$ cat config.mk
export PLATFORM = sky130hd
export DESIGN_NAME = kyber_enc_loader_flat
export DESIGN_NICKNAME = d
export VERILOG_FILES = /design/src/rtl/kyber_enc_loader_if.sv /design/src/rtl/kyber_enc_loader.sv /design/src/flat_wrapper.sv
export SDC_FILE = /design/constraint.sdc
export NUM_CORES = 1
export LEC_CHECK = 0
export ABC_CLOCK_PERIOD_IN_PS = 6200
export CORE_UTILIZATION = 63
export DETAILED_ROUTE_END_ITERATION = 10
export DONT_BUFFER_PORTS = 1
export MAX_ROUTING_LAYER = met4
export PLACE_DENSITY = 0.79
export SETUP_SLACK_MARGIN = 0.4
export SLEW_MARGIN = 20
export SYNTH_ARGS = -nofsm -noshare
export SYNTH_HDL_FRONTEND = slang
export SYNTH_SLANG_ARGS = --single-unit
$ cat constraint.sdc
create_clock -name clk -period 6.2 [get_ports clk]
set_clock_uncertainty 0.2 [all_clocks]
set_input_delay 1.24 -clock clk [delete_from_list [all_inputs] [get_ports clk]]
set_output_delay 1.24 -clock clk [all_outputs]
set_load 0.02 [all_outputs]
$ cat src/rtl/kyber_enc_loader_if.sv
// Host byte stream and kyber_pke_enc load-port bundle for kyber_enc_loader.
// master = loader side, slave = host/core side.
interface kyber_enc_loader_if #(
  parameter int IDX_W = 16
);
  logic             host_valid;
  logic [7:0]       host_data;
  logic             host_ready;
  logic [3:0]       host_type;
  logic             core_set;
  logic [3:0]       core_input_type;
  logic             core_readin;
  logic             core_readin_ok;
  logic [3:0]       core_data_type;
  logic [7:0]       core_din;
  logic [IDX_W-1:0] core_in_index;
  logic             core_full_in;
  logic             core_done;

  modport master (
    input  host_valid, host_data, core_input_type, core_readin_ok, core_done,
    output host_ready, host_type, core_set, core_readin, core_data_type,
           core_din, core_in_index, core_full_in
  );

  modport slave (
    output host_valid, host_data, core_input_type, core_readin_ok, core_done,
    input  host_ready, host_type, core_set, core_readin, core_data_type,
           core_din, core_in_index, core_full_in
  );
endinterface

$ cat src/rtl/kyber_enc_loader.sv
// Load sequencer for kyber_pke_enc: answers the core's input_type requests by
// streaming the right number of host bytes through a one-entry output register.
module kyber_enc_loader #(
  parameter int LEN_R   = 32,
  parameter int LEN_EK  = 1184,
  parameter int LEN_M   = 32,
  parameter int LEN_AUX = 32,
  parameter int IDX_W   = 16
) (
  input  logic               clk,
  input  logic               reset,
  input  logic               start,
  output logic               busy,
  output logic               done,
  output logic               err,
  kyber_enc_loader_if.master bus
);

  typedef enum logic [2:0] {
    S_IDLE, S_WAIT_TYPE, S_LOAD, S_FULL, S_ERR
  } state_t;

  localparam logic [IDX_W-1:0] IDX_ONE = IDX_W'(1);

  state_t           state_q, state_d;
  logic [3:0]       cur_type_q, cur_type_d;
  logic [IDX_W-1:0] len_q, len_d;
  logic [IDX_W-1:0] cnt_in_q, cnt_in_d;
  logic             busy_q, busy_d;
  logic             done_q, done_d;
  logic             err_q, err_d;
  logic             set_q, set_d;
  logic             readin_q, readin_d;
  logic             full_q, full_d;
  logic [3:0]       host_type_q, host_type_d;
  logic [3:0]       data_type_q, data_type_d;
  logic [7:0]       din_q, din_d;
  logic [IDX_W-1:0] index_q, index_d;

  logic host_xfer, core_xfer, last_xfer, in_session_q, in_session_d;

  function automatic logic [IDX_W-1:0] type_len(input logic [3:0] t);
    case (t)
      4'd1:    type_len = IDX_W'(LEN_R);
      4'd2:    type_len = IDX_W'(LEN_EK);
      4'd3:    type_len = IDX_W'(LEN_M);
      4'd4:    type_len = IDX_W'(LEN_AUX);
      default: type_len = '0;
    endcase
  endfunction

  // cnt_in saturates at len purely through host_ready.
  assign bus.host_ready = (state_q == S_LOAD) && (cnt_in_q < len_q) &&
                          (!readin_q || bus.core_readin_ok);
  assign host_xfer = bus.host_valid && bus.host_ready;
  assign core_xfer = readin_q && bus.core_readin_ok;
  assign last_xfer = core_xfer && (index_q == len_q - IDX_ONE);

  assign in_session_q = (state_q == S_WAIT_TYPE) || (state_q == S_LOAD) || (state_q == S_FULL);
  assign in_session_d = (state_d == S_WAIT_TYPE) || (state_d == S_LOAD) || (state_d == S_FULL);

  always_ff @(posedge clk or posedge reset) begin
    if (reset) begin
      state_q     <= S_IDLE;
      cur_type_q  <= '0;
      len_q       <= '0;
      cnt_in_q    <= '0;
      busy_q      <= 1'b0;
      done_q      <= 1'b0;
      err_q       <= 1'b0;
      set_q       <= 1'b0;
      readin_q    <= 1'b0;
      full_q      <= 1'b0;
      host_type_q <= '0;
      data_type_q <= '0;
      din_q       <= '0;
      index_q     <= '0;
    end else begin
      state_q     <= state_d;
      cur_type_q  <= cur_type_d;
      len_q       <= len_d;
      cnt_in_q    <= cnt_in_d;
      busy_q      <= busy_d;
      done_q      <= done_d;
      err_q       <= err_d;
      set_q       <= set_d;
      readin_q    <= readin_d;
      full_q      <= full_d;
      host_type_q <= host_type_d;
      data_type_q <= data_type_d;
      din_q       <= din_d;
      index_q     <= index_d;
    end
  end

  // core_done outranks any type change seen in the same cycle.
  always_comb begin
    state_d = state_q;
    case (state_q)
      S_IDLE: begin
        if (start) state_d = S_WAIT_TYPE;
      end
      S_WAIT_TYPE: begin
        if (bus.core_done)                                       state_d = S_IDLE;
        else if (bus.core_input_type inside {[4'd1:4'd4]})        state_d = S_LOAD;
        else if (bus.core_input_type != 4'd0)                     state_d = S_ERR;
      end
      S_LOAD: begin
        if (bus.core_done)                                        state_d = S_IDLE;
        else if (bus.core_input_type != cur_type_q)               state_d = S_ERR;
        else if (last_xfer)                                       state_d = S_FULL;
      end
      S_FULL: begin
        if (bus.core_done)                                        state_d = S_IDLE;
        else if (bus.core_input_type != cur_type_q)               state_d = S_WAIT_TYPE;
      end
      S_ERR: begin
        if (start) state_d = S_WAIT_TYPE;
      end
      default: state_d = S_IDLE;
    endcase
  end

  always_comb begin
    cur_type_d  = cur_type_q;
    len_d       = len_q;
    cnt_in_d    = cnt_in_q;
    readin_d    = readin_q;
    din_d       = din_q;
    index_d     = index_q;
    data_type_d = data_type_q;

    if ((state_q == S_WAIT_TYPE) && (state_d == S_LOAD)) begin
      cur_type_d  = bus.core_input_type;
      len_d       = type_len(bus.core_input_type);
      cnt_in_d    = '0;
      data_type_d = bus.core_input_type;
    end

    // Simultaneous host and core transfers reload the register with readin held high.
    if (state_d == S_LOAD) begin
      if (host_xfer) begin
        din_d    = bus.host_data;
        index_d  = cnt_in_q;
        readin_d = 1'b1;
        cnt_in_d = cnt_in_q + IDX_ONE;
      end else if (core_xfer) begin
        readin_d = 1'b0;
      end
    end else begin
      readin_d = 1'b0;
    end

    if (state_d == S_ERR) begin
      din_d       = '0;
      index_d     = '0;
      data_type_d = '0;
    end

    set_d       = in_session_d;
    busy_d      = in_session_d;
    done_d      = bus.core_done && in_session_q;
    err_d       = (state_d == S_ERR);
    full_d      = (state_q == S_LOAD) && (state_d == S_FULL);
    host_type_d = (state_d == S_LOAD) ? cur_type_d : 4'd0;
  end

  assign busy               = busy_q;
  assign done               = done_q;
  assign err                = err_q;
  assign bus.host_type      = host_type_q;
  assign bus.core_set       = set_q;
  assign bus.core_readin    = readin_q;
  assign bus.core_data_type = data_type_q;
  assign bus.core_din       = din_q;
  assign bus.core_in_index  = index_q;
  assign bus.core_full_in   = full_q;

endmodule

$ cat src/flat_wrapper.sv
// flat-port wrapper written by rule: the top's interface ports become plain ports
module kyber_enc_loader_flat 
#(
  parameter int LEN_R   = 32,
  parameter int LEN_EK  = 1184,
  parameter int LEN_M   = 32,
  parameter int LEN_AUX = 32,
  parameter int IDX_W   = 16
)
  (clk, reset, start, busy, done, err, bus_host_valid, bus_host_data, bus_core_input_type, bus_core_readin_ok, bus_core_done, bus_host_ready, bus_host_type, bus_core_set, bus_core_readin, bus_core_data_type, bus_core_din, bus_core_in_index, bus_core_full_in);
  kyber_enc_loader_if #(.IDX_W(IDX_W)) bus_i ();
  input  logic clk;
  input  logic reset;
  input  logic start;
  output logic busy;
  output logic done;
  output logic err;
  input wire logic [$bits(bus_i.host_valid)-1:0] bus_host_valid;
  input wire logic [$bits(bus_i.host_data)-1:0] bus_host_data;
  input wire logic [$bits(bus_i.core_input_type)-1:0] bus_core_input_type;
  input wire logic [$bits(bus_i.core_readin_ok)-1:0] bus_core_readin_ok;
  input wire logic [$bits(bus_i.core_done)-1:0] bus_core_done;
  output wire logic [$bits(bus_i.host_ready)-1:0] bus_host_ready;
  output wire logic [$bits(bus_i.host_type)-1:0] bus_host_type;
  output wire logic [$bits(bus_i.core_set)-1:0] bus_core_set;
  output wire logic [$bits(bus_i.core_readin)-1:0] bus_core_readin;
  output wire logic [$bits(bus_i.core_data_type)-1:0] bus_core_data_type;
  output wire logic [$bits(bus_i.core_din)-1:0] bus_core_din;
  output wire logic [$bits(bus_i.core_in_index)-1:0] bus_core_in_index;
  output wire logic [$bits(bus_i.core_full_in)-1:0] bus_core_full_in;
  assign bus_i.host_valid = bus_host_valid;
  assign bus_i.host_data = bus_host_data;
  assign bus_i.core_input_type = bus_core_input_type;
  assign bus_i.core_readin_ok = bus_core_readin_ok;
  assign bus_i.core_done = bus_core_done;
  assign bus_host_ready = bus_i.host_ready;
  assign bus_host_type = bus_i.host_type;
  assign bus_core_set = bus_i.core_set;
  assign bus_core_readin = bus_i.core_readin;
  assign bus_core_data_type = bus_i.core_data_type;
  assign bus_core_din = bus_i.core_din;
  assign bus_core_in_index = bus_i.core_in_index;
  assign bus_core_full_in = bus_i.core_full_in;
  kyber_enc_loader #(.LEN_R(LEN_R), .LEN_EK(LEN_EK), .LEN_M(LEN_M), .LEN_AUX(LEN_AUX), .IDX_W(IDX_W)) u_core (.clk(clk), .reset(reset), .start(start), .busy(busy), .done(done), .err(err), .bus(bus_i));
endmodule
==> out/qor.yml <==
route:
  initialDrtViolationCount: 205
  wl_met1_mm: 2.94
  routed-via-count: 2231
  post-route-drc-count: 0
  routed-wl-met2_mm: 2.85
  wl_per_cell_um: 16.8
  top_layer_used: "met4"
  met3WireLength_um: 305
  post_drt_via_cell_ratio: 6.05
  detail_route.wirelength_mm: 6.18
  drt_first_pass_iters: 5
  final_antenna_violating_net_count: 0
setup_path:
  setup.worst_path.start_class: "input pin"
  critPathRequiredTime_ns: 4.76
  cpPeakStageDelay_ns: 0.58
  worstSetupEndpointType: "primary output"
  worst-endpoint-arrival_ns: 2.33
  crit_fanout: 3
  crit_path_leading_delay_family: "simple AND/OR/NAND/NOR gates"
  critPathBufInv: 0
  crit_chain: "nor2b_1 > or4_4 > nor3_1"
  critical_path_top_delay_cell: "nor3_1"
  critical_path_class: "input pin to primary output"
synth:
  synth_area_per_cell_um2: 10.3
  ys_types: 51
  asyncSetResetFlopFracSynth_pct: 100
  postSynthRegisterBits: 62
  synth_top_cells_by_area: "dfrtp_1, mux2i_1, and3_1"
  post-synth-top-area-cell: "dfrtp_1"
  synth_area_um2: 3110
  yosysSeqAreaShare_pct: 49.9
  synth.yosys.warnings: 0
  synth.most_common_cell: "dfrtp_1"
  netlist.area_leader.share_pct: 49.9
  ys_dominant_reg_cell: "dfrtp_1"
  synthesis.nets: 324
  synth.top_cells.by_count: "dfrtp_1, nor2_1, and3_1, inv_1, nand3_1"
  syn_inst: 301
  edff_count_synth: 0
floorplan:
  die_area_um2: 5220
  floorplan.initialDensity_pct: 65.9
  die_width_um: 72.3
  die_height_um: 72.3
  core_area_um2: 4720
  num_io_pins: 57
  fp-row-count: 25
global_routing:
  globalRouteOverflowTotal: 0
  grt_antenna_before_repair: 0
  via_count_of_the_first_global_routing_pass: 2094
  grt_usage_pct: 27.5
  grt_start_max_net_pins: 44
  wire_length_of_the_first_global_routing_pass_mm: 10.4
cells_and_area:
  area_growth_syn_to_layout_pct: 6.03
  antenna_cells: 0
  multi_input_comb_area_um2: 1420
  final-seq-area_um2: 1550
  fill_cells: 349
  post_route_cells_drive_above_1_share_pct: 12.6
  utilization_pct: 69.9
  finish.net_count: 322
sta:
  whs_ns: 0.290
  timing.final.crit_share_pct: 60.7
  clock_period_minus_worst_slack_ns: 3.77
  setup-violations-final: 0
  maxSlewHeadroom_pct: 43.7
  setup_tns_ns: 0
  worst-slew-pin-transition_ns: 0.842
  finalHoldViolCount: 0
  grt_setup_unrepaired: "no"
  max_freq_ghz: 0.266
  slew_viol_final: 0
power:
  power_switching_uw: 241
  power_leakage_nw: 1.59
  sw_frac_of_total_pct: 27.7
  seq_power_share_pct: 54.2
  worst_ir_drop_vdd_v: 0.000238
  clock_power_share_pct: 32.9
  areal_power_density_over_the_cells_nw_per_um2: 264
  combinational_fraction_of_design_power_pct: 13.0
  p_int_uw: 629
place:
  final_hpwl_from_detailed_placement_mm: 4.34
  finalWeightedCongestion: 0.791
  io_buffers: 0
run:
  cap_violations: 0
cts:
  clock_path_buffers: 2
  cts_tree: "built"
  tritoncts.num_buffers: 9
  cts-htree-levels: 3
  ctsResizeCount: 0
  clock_sinks: 62
  post-cts-setup-buffers: 0
  clkSlewWorstSetupHoldPaths_ns: 0.06
  ctsRootBufferMaster: "clkbuf_8"
  cts.hold.buffers_added: 0
  worst_skew_pair.late_latency_ns: 0.33
hold_path:
  holdCritPathClass: "flip-flop to flip-flop"
status:
  status: "finished, final reports clean"
[power groups by stage]
stage / registers [mW] / logic (mW) / clock network [mW]
3_3_place_gp: 0.477 / 0.109 / 0
2_1_floorplan: 0.470 / 0.0971 / 0
4_1_cts: 0.471 / 0.113 / 0.292
5_1_grt: 0.476 / 0.127 / 0.312
6_report: 0.471 / 0.113 / 0.286
3_5_place_dp: 0.478 / 0.112 / 0
[flip-flops by register name, summed over array words and instances, names as in the netlist]
name	flops
u_core.len_q	2
u_core.bus.host_type	4
u_core.bus.core_data_type	4
u_core.done	1
u_core.err	1
u_core.busy	1
u_core.bus.core_in_index	16
u_core.cur_type_q	4
u_core.state_q	3
u_core.bus.core_readin	1
u_core.bus.core_din	8
u_core.bus.core_full_in	1
u_core.cnt_in_q	16
[cell usage in the layout (no fill, tap or decap), types with 7 or more instances in the layout]
cell,n
and3_1,19
clkbuf_8,10
dfrtp_1,62
inv_1,18
mux2_2,7
mux2i_1,12
nand2_1,16
nand3_1,18
nor2_1,22
nor2b_1,7
o2111ai_1,10
o21ai_0,14
[stage by stage]
stage          power, mW  worst slack, ns  instances  instance area [um2]
6_report           0.870             2.43        369                 3300
2_1_floorplan      0.567             2.52        301                 3110
3_3_place_gp       0.586             2.44        355                 3140
3_5_place_dp       0.590             2.44        355                 3140
4_1_cts            0.876             2.44        369                 3300
5_1_grt            0.915             2.38        369                 3300
[cell type report]
class,count,area share [%]
Tap cell,67,2.54
Timing Repair Buffer,3,0.683
Clock buffer,12,4.40
Multi-Input combinational cell,204,42.9
Clock inverter,2,0.303
Inverter,19,2.16
Sequential cell,62,47.0
[worst reg2reg max path: stages (launching register included)]
cell,delay (ns)
dfrtp_1,0.44
nor3b_1,0.45
nand4_1,0.55
o21ai_1,0.26
buf_4,0.26
nand3_4,0.34
mux2_4,0.42
[logic make-up after synthesis]
| logic type | after synthesis | synth area share, % |
|---|---|---|
| AO/OA/AOI/OAI | 47 | 10.4 |
| XOR/XNOR | 6 | 1.69 |
| adder cells (fa/ha/maj) | 5 | 2.01 |
| buffers and inverters | 35 | 4.66 |
| flip-flops | 62 | 49.9 |
| multiplexers | 24 | 8.81 |
| AND/OR/NAND/NOR | 122 | 22.6 |
[final timing paths]
check	from	endpoint	slack [ns]	cells past startpoint
worst max-delay path	bus_core_readin_ok	bus_host_ready	2.43	3
worst min register to register	u_core.cnt_in_q[15]	u_core.cnt_in_q[15]	0.29	2
max in group asynchronous	reset	u_core.cnt_in_q[4]	4.36	2
worst max register to register	u_core.state_q[2]	u_core.bus.core_din[2]	3.17	6
min in group asynchronous	reset	u_core.bus.host_type[0]	0.58	1
worst min-delay path	u_core.cnt_in_q[15]	u_core.cnt_in_q[15]	0.29	2
[per-layer routing]
metal,up-vias,GRT usage (%)
met3,7,8.61
met2,49,39.1
li1,1082,-
met4,0,10.0
met1,1093,37.0
met5,-,-
Note: power is estimated with default switching activity, not from simulation.
